`config.mk`:
```
export PLATFORM = sky130hd
export DESIGN_NAME = instr_loader
export DESIGN_NICKNAME = d
export VERILOG_FILES = /design/src/rtl/instr_loader.sv
export SDC_FILE = /design/constraint.sdc
export NUM_CORES = 1
export LEC_CHECK = 0
export CAP_MARGIN = 10
export CORE_ASPECT_RATIO = 1.4
export CORE_MARGIN = 8
export CORE_UTILIZATION = 59
export DETAILED_ROUTE_END_ITERATION = 7
export PLACE_DENSITY_LB_ADDON = 0.3
export SYNTH_ARGS = -nofsm -noshare
export SYNTH_HDL_FRONTEND = slang
export SYNTH_SLANG_ARGS = --single-unit
```
`constraint.sdc`:
```
create_clock -name clk -period 5.2 [get_ports clk]
set_input_delay 1.04 -clock clk [delete_from_list [all_inputs] [get_ports clk]]
set_output_delay 1.04 -clock clk [all_outputs]
set_load 0.02 [all_outputs]
```
`src/rtl/instr_loader.sv`:
```
// instr_loader: byte-stream program loader for the instruction memory.
// Optional checksum word: define LOADER_CHECKSUM_EN.
module instr_loader #(
  parameter int ADDR_W = 8
) (
  input  logic              clk,
  input  logic              reset,
  input  logic              start,
  input  logic              in_valid,
  input  logic [7:0]        in_data,
  output logic              in_ready,
  output logic              mem_we,
  output logic [ADDR_W-1:0] mem_addr,
  output logic [31:0]       mem_wdata,
  output logic              busy,
  output logic              done,
  output logic              err,
  output logic              cpu_hold,
  output logic [ADDR_W:0]   words_loaded
);

  localparam logic [31:0] DEPTH_W = 32'(2**ADDR_W);
  localparam logic [ADDR_W-1:0] A_ONE = 1;
  localparam logic [ADDR_W:0] W_ONE = 1;

  typedef enum logic [2:0] {
    S_IDLE,
    S_LEN,
    S_DATA,
    S_WRITE,
`ifdef LOADER_CHECKSUM_EN
    S_CSUM,
`endif
    S_DONE,
    S_ERR
  } state_t;

`ifdef LOADER_CHECKSUM_EN
  localparam state_t S_FIN = S_CSUM;
`else
  localparam state_t S_FIN = S_DONE;
`endif

  state_t      state_q, state_d;
  logic [1:0]  byte_cnt;
  logic [31:0] asm_q;
  logic [31:0] len_q;
  logic [31:0] word_in;
  logic        take;
  logic        last_byte;
  logic        last_word;
  logic        start_ok;
`ifdef LOADER_CHECKSUM_EN
  logic [31:0] csum_q;
`endif

  assign take      = in_valid & in_ready;
  assign last_byte = (byte_cnt == 2'd3);
  assign word_in   = {in_data, asm_q[31:8]};
  assign last_word = (32'(words_loaded) + 32'd1) == len_q;
  assign start_ok  = start & ((state_q == S_IDLE) |
                              (state_q == S_DONE) |
                              (state_q == S_ERR));

  // state register
  always_ff @(posedge clk or negedge reset) begin
    if (!reset) state_q <= S_IDLE;
    else        state_q <= state_d;
  end

  // next state and state-decoded outputs
  always_comb begin
    state_d  = state_q;
    in_ready = 1'b0;
    mem_we   = 1'b0;
    busy     = 1'b0;
    done     = 1'b0;
    err      = 1'b0;
    cpu_hold = 1'b1;
    unique case (state_q)
      S_IDLE: begin
        if (start) state_d = S_LEN;
      end
      S_LEN: begin
        in_ready = 1'b1;
        busy     = 1'b1;
        if (take && last_byte) begin
          if (word_in == 32'd0)        state_d = S_FIN;
          else if (word_in > DEPTH_W)  state_d = S_ERR;
          else                         state_d = S_DATA;
        end
      end
      S_DATA: begin
        in_ready = 1'b1;
        busy     = 1'b1;
        if (take && last_byte) state_d = S_WRITE;
      end
      S_WRITE: begin
        mem_we  = 1'b1;
        busy    = 1'b1;
        state_d = last_word ? S_FIN : S_DATA;
      end
`ifdef LOADER_CHECKSUM_EN
      S_CSUM: begin
        in_ready = 1'b1;
        busy     = 1'b1;
        if (take && last_byte)
          state_d = (word_in == csum_q) ? S_DONE : S_ERR;
      end
`endif
      S_DONE: begin
        done     = 1'b1;
        cpu_hold = 1'b0;
        if (start) state_d = S_LEN;
      end
      S_ERR: begin
        err = 1'b1;
        if (start) state_d = S_LEN;
      end
      default: state_d = S_IDLE;
    endcase
  end

  // word assembly, address and count datapath
  always_ff @(posedge clk or negedge reset) begin
    if (!reset) begin
      byte_cnt     <= 2'd0;
      asm_q        <= 32'd0;
      len_q        <= 32'd0;
      mem_addr     <= '0;
      mem_wdata    <= 32'd0;
      words_loaded <= '0;
`ifdef LOADER_CHECKSUM_EN
      csum_q       <= 32'd0;
`endif
    end else if (start_ok) begin
      byte_cnt     <= 2'd0;
      words_loaded <= '0;
`ifdef LOADER_CHECKSUM_EN
      csum_q       <= 32'd0;
`endif
    end else begin
      if (take) begin
        asm_q    <= word_in;
        byte_cnt <= byte_cnt + 2'd1;
      end
      if (take && last_byte && state_q == S_LEN) begin
        len_q    <= word_in;
        mem_addr <= '0;
      end
      if (take && last_byte && state_q == S_DATA)
        mem_wdata <= word_in;
      if (state_q == S_WRITE) begin
        words_loaded <= words_loaded + W_ONE;
`ifdef LOADER_CHECKSUM_EN
        csum_q       <= csum_q ^ mem_wdata;
`endif
        if (!last_word) mem_addr <= mem_addr + A_ONE;
      end
    end
  end

endmodule

```
==> flow_metrics.tcl, run 1 <==
set metrics [dict create \
    drt_first_iter_violations 214 \
    cts.clk_slew.worst_paths_ns 0.07 \
    slew_violations 0 \
    ir_drop_mv 0.310 \
    grtUsageMet2_pct 35.0 \
    buffer_ports.inserted 66 \
    clock_latency_ns 0.35 \
    maxClockFrequency_mhz 306 \
    tritoncts "built" \
    unrepaired_setup_endpoints_after_global_routing "false" \
    final_hold_viol_count 0 \
    grt_first_pass_wirelength_mm 17.3 \
    antenna_violations_before_repair 0 \
    cts_num_sinks 110 \
    cts-root-buf "sky130_fd_sc_hd__clkbuf_16" \
    largest_cells_by_area_after_synthesis "sky130_fd_sc_hd__dfrtp_1 (56%), sky130_fd_sc_hd__mux2_2 (20%), sky130_fd_sc_hd__nand2_1 (1.8%), sky130_fd_sc_hd__xnor2_1 (1.6%), sky130_fd_sc_hd__nor4_1 (1.5%)" \
    grt_pass1_vias 3410 \
    classification_of_the_worst_slack_hold_path "flop to flop" \
    yosys.area.top_type_share_pct 56.2 \
    grt_use_met3_pct 3.20 \
    path_buf_inv 2 \
    row_count 39 \
    floorplan.die_area_mm2 0.0115 \
    post_synth.cell_area_avg_um2 12.9 \
    end_kind "output port" \
    vias 3265 \
    finalCriticalPeriod_ns 3.26 \
    crit_path_cell_trace "nand2_1, inv_2, clkdlybuf4s50_1" \
    post_route_cells_drive_above_1_share_pct 27.8 \
    cp-start-kind "flop" \
    global_route.usage.met1_pct 20.8 \
    final-seq-area_mm2 0.00275 \
    insertedDiodeCount 0 \
    cts_max_level 3 \
    cp.required_ns 4.16 \
    pwr_density_cell_mw_per_mm2 466 \
    core_region_area_mm2 0.00810 \
    setup_tns_ns 0 \
    finalSetupViolCount 0 \
    drt_drc_violations_left 0 \
    design.portCount 67 \
    syn-cell-area_mm2 0.00490 \
    cts_inserted_buffers 9 \
    clock_tree.buffer_depth 2 \
    fin_crit_sh_pct 62.8 \
    groute.usage.overall_pct 19.2 \
    cp_max_fo 11 \
    grt_most_used_layer "met2" \
    whs_ns 0.506 \
    maxCapViolCount 0 \
    synth_async_sr_flop_share_pct 100 \
    synth.ff_latch_count 110 \
    synthToLayoutAreaGrowth_pct 21.2 \
    cells_after_synth 380 \
    cpLargestDelayFamily "buffers and inverters" \
    detailed_routing_iterations_pass_1 4 \
    multi_input_area_mm2 0.00205 \
    initial_utilization_pct 60.5 \
    ys_seq_area_share_pct 56.2 \
    global_route.overflow_total 0 \
    final.fill_count 541 \
    post_synth_num_cell_types 51 \
    max-slew-margin-rel_pct 23.0 \
    finalWeightedCongestion 0.834 \
    cpPeakStageDelay_ns 0.65 \
    outcome "completed" \
    wirelength_mm 10.6 \
    timing_worst_setup_path_type "flop to output port" \
    post_cts_resize_count 0 \
    ant_nets 0 \
    worst-endpoint-arrival_ns 2.22 \
    avgViaCountPerCell 5.91 \
    die_width_um 93.0 \
    nNetsFinal 460 \
    die_y_um 124 \
    worst-slew-pin-transition_ns 1.15 \
    post-synth-top-area-cell "sky130_fd_sc_hd__dfrtp_1" \
    place_hpwl_mm 7.36 \
    grt_max_degree 75 \
    synth-edff-count 0 \
    cts-hold-fix-buffers 0 \
    synth-main-ff-cell "sky130_fd_sc_hd__dfrtp_1" \
    post-cts-setup-buffers 0 \
    leakage_nw 2.61 \
    yosys_synthesis_warning_count 0 \
    post_drt_wl_per_cell_um 19.1 \
    finClkSkew_ns 0.00598 \
    postSynthNetCount 395 \
    cell_with_the_biggest_individual_delay_on_the_critical_path "sky130_fd_sc_hd__clkdlybuf4s50_1" \
]
-- worst register-to-register path, stage by stage, from the launching register on --
cell and delay (ns):
sky130_fd_sc_hd__dfrtp_1 0.39, sky130_fd_sc_hd__nor4_1 0.47, sky130_fd_sc_hd__nand4_1 0.24, sky130_fd_sc_hd__nor3_1 0.33, sky130_fd_sc_hd__nand4_1 0.25, sky130_fd_sc_hd__nor3_2 0.30
sky130_fd_sc_hd__nor2_1 0.18, sky130_fd_sc_hd__a221o_2 0.40
-- logic make-up (layout without fill, tap and decap cells) --
kind of cell             count (synthesis)  after routing  share of synthesized area, %
buffers and inverters                   20             90                          2.02
adder cells (fa/ha/maj)                  3              3                         0.766
AND/OR/NAND/NOR                        102            102                          11.2
AO/OA/AOI/OAI                           38             38                          6.10
XOR/XNOR                                16             16                          2.86
multiplexers                            91             91                          20.9
flip-flops                             110            110                          56.2
-- placed cells by master (no fill, tap or decap), types with 4 or more instances in the layout --
master | synthesis | routed
sky130_fd_sc_hd__clkbuf_16 | 0 | 9
sky130_fd_sc_hd__xnor2_1 | 9 | 9
sky130_fd_sc_hd__clkdlybuf4s50_1 | 0 | 65
sky130_fd_sc_hd__nor4_1 | 12 | 12
sky130_fd_sc_hd__dfrtp_1 | 110 | 110
sky130_fd_sc_hd__xor2_1 | 7 | 7
sky130_fd_sc_hd__a21oi_1 | 8 | 8
sky130_fd_sc_hd__nand4_1 | 7 | 7
sky130_fd_sc_hd__nand3_1 | 10 | 10
sky130_fd_sc_hd__nor2_1 | 16 | 16
sky130_fd_sc_hd__mux2_2 | 89 | 89
sky130_fd_sc_hd__nand2b_1 | 5 | 5
sky130_fd_sc_hd__nor3_1 | 7 | 7
sky130_fd_sc_hd__inv_1 | 4 | 4
sky130_fd_sc_hd__buf_4 | 3 | 4
sky130_fd_sc_hd__o21ai_0 | 8 | 8
sky130_fd_sc_hd__nand2_1 | 24 | 24
-- cell type report --
type                            instances  share of cell area (%)
Multi-Input combinational cell        250                    34.6
Clock buffer                           13                    4.38
Clock inverter                          3                   0.717
Tap cell                              102                    2.15
Inverter                                5                   0.316
Sequential cell                       110                    46.4
Timing Repair Buffer                   69                    11.5
-- routing by layer --
metal	wire length [um]	part of all wire, %
met1	4100	39
met2	5810	55
met3	385	3.6
met4	272	2.6
met5	0	0
-- where the power goes --
group	switching [W]	internal [W]	total, W
combinational	0.000321	0.000412	0.000733
clock	0.000295	0.000399	0.000694
sequential	0.000242	0.00110	0.00134
total	0.000858	0.00191	0.00277
-- registers in the layout (all words and copies together) (netlist names) --
register	flops
asm_q	24
byte_cnt	2
len_q	32
mem_addr	8
mem_wdata	32
state_q	3
words_loaded	9
-- synthesized netlist by cell type (all sizes together) (7+ instances only) --
cell type and instances:
a21oi 8, buf 8, clkbuf 7, dfrtp 110, mux2 89, nand2 25, nand3 10, nand4 7
nor2 16, nor3 9, nor4 12, o21ai 8, xnor2 9, xor2 7
-- final timing paths --
path                       cells after the start             to     startpoint  slack [ns]
max                                            3         mem_we     state_q[1]        1.94
min                                            1  mem_wdata[29]  mem_wdata[29]        0.51
max reg2reg                                    7    mem_addr[3]      len_q[15]        2.54
min reg2reg                                    1  mem_wdata[29]  mem_wdata[29]        0.51
max in group asynchronous                      2       len_q[1]          reset        3.33
min in group asynchronous                      1       len_q[6]          reset        0.83
-- per-stage QoR --
stage          power [W]  setup slack, ns  util [%]  cell area [um^2]  cells
2_1_floorplan    0.00184             2.77         -              4900    380
5_1_grt          0.00290             1.80      73.3              5940    552
4_1_cts          0.00279             1.94      73.3              5940    552
6_report         0.00277             1.94      73.3              5940    552
3_5_place_dp     0.00208             1.88      69.5              5630    536
3_3_place_gp     0.00203             1.97      69.5              5630    536
No activity file was read; power rests on OpenSTA's default activity.
==> run 2, diff against run 1 <==
- CORE_UTILIZATION: 59 -> 49
- clock period: 5.2 -> 2.65 ns (I/O delays scaled with it)
==> run 2 against run 1 <==
Combinational power is 100% higher. Cell count is 8.2% higher. First-iteration DRC count fell by 46%. Global-route usage decreased by 2.2 points. Critical path type unchanged. Sequential share of layout area is 1.3 points lower. Sequential power is 96% higher. Clock power grew 110%. Count of clock-buffer cells in the layout shrank 1.
==> flow_metrics.tcl, run 2 (synthesis gave the netlist of run 1 again) <==
set metrics [dict create \
    max-slew-margin-rel_pct 63.0 \
    setup_tns_ns 0 \
    cts_max_level 3 \
    cts_num_sinks 110 \
    netSwitchingFraction_pct 30.5 \
    ir_drop_mv 0.512 \
    cts-root-buf "sky130_fd_sc_hd__clkbuf_16" \
    cp_max_fo 11 \
    cp-start-kind "flop" \
    floorplan.die_area_mm2 0.0135 \
    maxClockFrequency_mhz 403 \
    fin_total_pwr_w 0.00556 \
    post_cts_resize_count 0 \
    comb_power_share_pct 26.9 \
    groute.usage.overall_pct 16.9 \
    antenna_violations_before_repair 0 \
    pwr_density_cell_mw_per_mm2 912 \
    finalCriticalPeriod_ns 2.48 \
    net_switching_power_w 0.00170 \
    fin_crit_sh_pct 93.6 \
    die_width_um 101 \
    reg_top3 "len_q (32), mem_wdata (32), asm_q (24)" \
    design.portCount 67 \
    cts-hold-fix-buffers 0 \
    setup.worst_path.start "state_q[1]" \
    synthToLayoutAreaGrowth_pct 24.5 \
    clock_latency_ns 0.34 \
    finClkSkew_ns 0.00787 \
    cts.clk_slew.worst_paths_ns 0.07 \
    nNetsFinal 472 \
    final_hold_viol_count 0 \
    initial_utilization_pct 49.8 \
    row_count 43 \
    grt_pass1_vias 3481 \
    final_cell_mix "sky130_fd_sc_hd__dfrtp_1 (110), sky130_fd_sc_hd__mux2_2 (89), sky130_fd_sc_hd__clkdlybuf4s50_1 (65), sky130_fd_sc_hd__nand2_1 (24), sky130_fd_sc_hd__nor2_1 (16)" \
    finalWeightedCongestion 0.909 \
    mostFrequentLayoutCell "sky130_fd_sc_hd__dfrtp_1" \
    p_int_w 0.00386 \
    final.fill_count 819 \
    clock_tree.buffer_depth 2 \
    fin_ws_ns 0.170 \
    buffer_ports.inserted 66 \
    timing.reg2reg.setup_slack_ns 0.19 \
    detailed_routing_iterations_pass_1 4 \
    leakage_nw 2.69 \
    worst-slew-pin-transition_ns 0.554 \
    tritoncts "built" \
    drt_first_iter_violations 116 \
    grt_max_degree 45 \
    slew_violations 0 \
    global_route.overflow_total 0 \
    drt_drc_violations_left 0 \
    die_y_um 134 \
    post_route_cells_drive_above_1_share_pct 29.7 \
    ff2ff_path_depth 8 \
    worst-endpoint-arrival_ns 1.95 \
    ant_nets 0 \
    postLayoutCellArea_mm2 0.00610 \
    finalSetupViolCount 0 \
    outcome "completed" \
    wirelength_mm 10.7 \
    classification_of_the_worst_slack_hold_path "input pin to async pin" \
    maxCapViolCount 0 \
    grt_first_pass_wirelength_mm 17.7 \
    power_frac_seq_pct 47.1 \
    timing.rr.end "mem_addr[7]" \
    place_hpwl_mm 7.85 \
    insertedDiodeCount 0 \
    post_drt_wl_per_cell_um 18.0 \
    core_region_area_mm2 0.00985 \
    cp.required_ns 2.12 \
    cts_inserted_buffers 9 \
    timing_worst_setup_path_type "flop to output port" \
    vias 3278 \
    detailed_place.area_mm2 0.00578 \
    end_kind "output port" \
    unrepaired_setup_endpoints_after_global_routing "false" \
    clockPowerShare_pct 26.0 \
    post-cts-setup-buffers 0 \
    post_place_setup_slack_ns 0.220 \
    avgViaCountPerCell 5.49 \
    timing.rr.start "words_loaded[1]" \
]
run 2: worst max-delay path by stage:
stage | end | slack (ns)
finish | in_ready | 0.17
floorplan | mem_addr[3] | 0.22
CTS | in_ready | 0.15
detailed placement | mem_addr[7] | 0.22
global placement | mem_addr[3] | 0.30
global route | mem_addr[7] | 0.05
run 2: routing by layer:
layer  GRT usage (%)  vias up  wire [um]
li1                -     1533          -
met1            18.3     1660       4300
met2            30.4       64       5790
met3            3.42       21        340
met4            8.19        0        312
met5               0        -          0
run 2: through the flow:
step	util, %	instances	hold slack [ns]
2_1_floorplan	-	380	0.234
6_report	62.0	597	0.168
4_1_cts	62.0	597	0.189
3_3_place_gp	58.7	581	0.486
5_1_grt	62.0	597	0.212
3_5_place_dp	58.7	581	0.496
run 2: layout make-up:
| cell class | count | area (um^2) | area share, % |
|---|---|---|---|
| Sequential cell | 110 | 2750 | 45.1 |
| Clock inverter | 4 | 77.6 | 1.27 |
| Inverter | 5 | 18.8 | 0.308 |
| Timing Repair Buffer | 81 | 783 | 12.8 |
| Tap cell | 135 | 169 | 2.77 |
| Multi-Input combinational cell | 250 | 2050 | 33.7 |
| Clock buffer | 12 | 246 | 4.04 |
run 2: critical path: stages, from the launching register on:
cell and delay, ns:
sky130_fd_sc_hd__dfrtp_1 0.53, sky130_fd_sc_hd__xnor2_1 0.18, sky130_fd_sc_hd__nor2_1 0.23, sky130_fd_sc_hd__clkdlybuf4s50_1 0.66
run 2: power by group through the flow:
stage               registers (W)  logic (W)  clock network [W]
floorplan                 0.00245    0.00116                  0
global placement          0.00264    0.00143                  0
detailed placement        0.00266    0.00149                  0
CTS                       0.00263    0.00151            0.00148
global route              0.00269    0.00162            0.00154
finish                    0.00262    0.00150            0.00145
==> run 3, diff against run 2 <==
- CTS_CLUSTER_SIZE: not set -> 10
- SKIP_LAST_GASP: not set -> 1
==> results of run 3 <==
The final DEF is identical to that of run 2; final timing and power are the same.
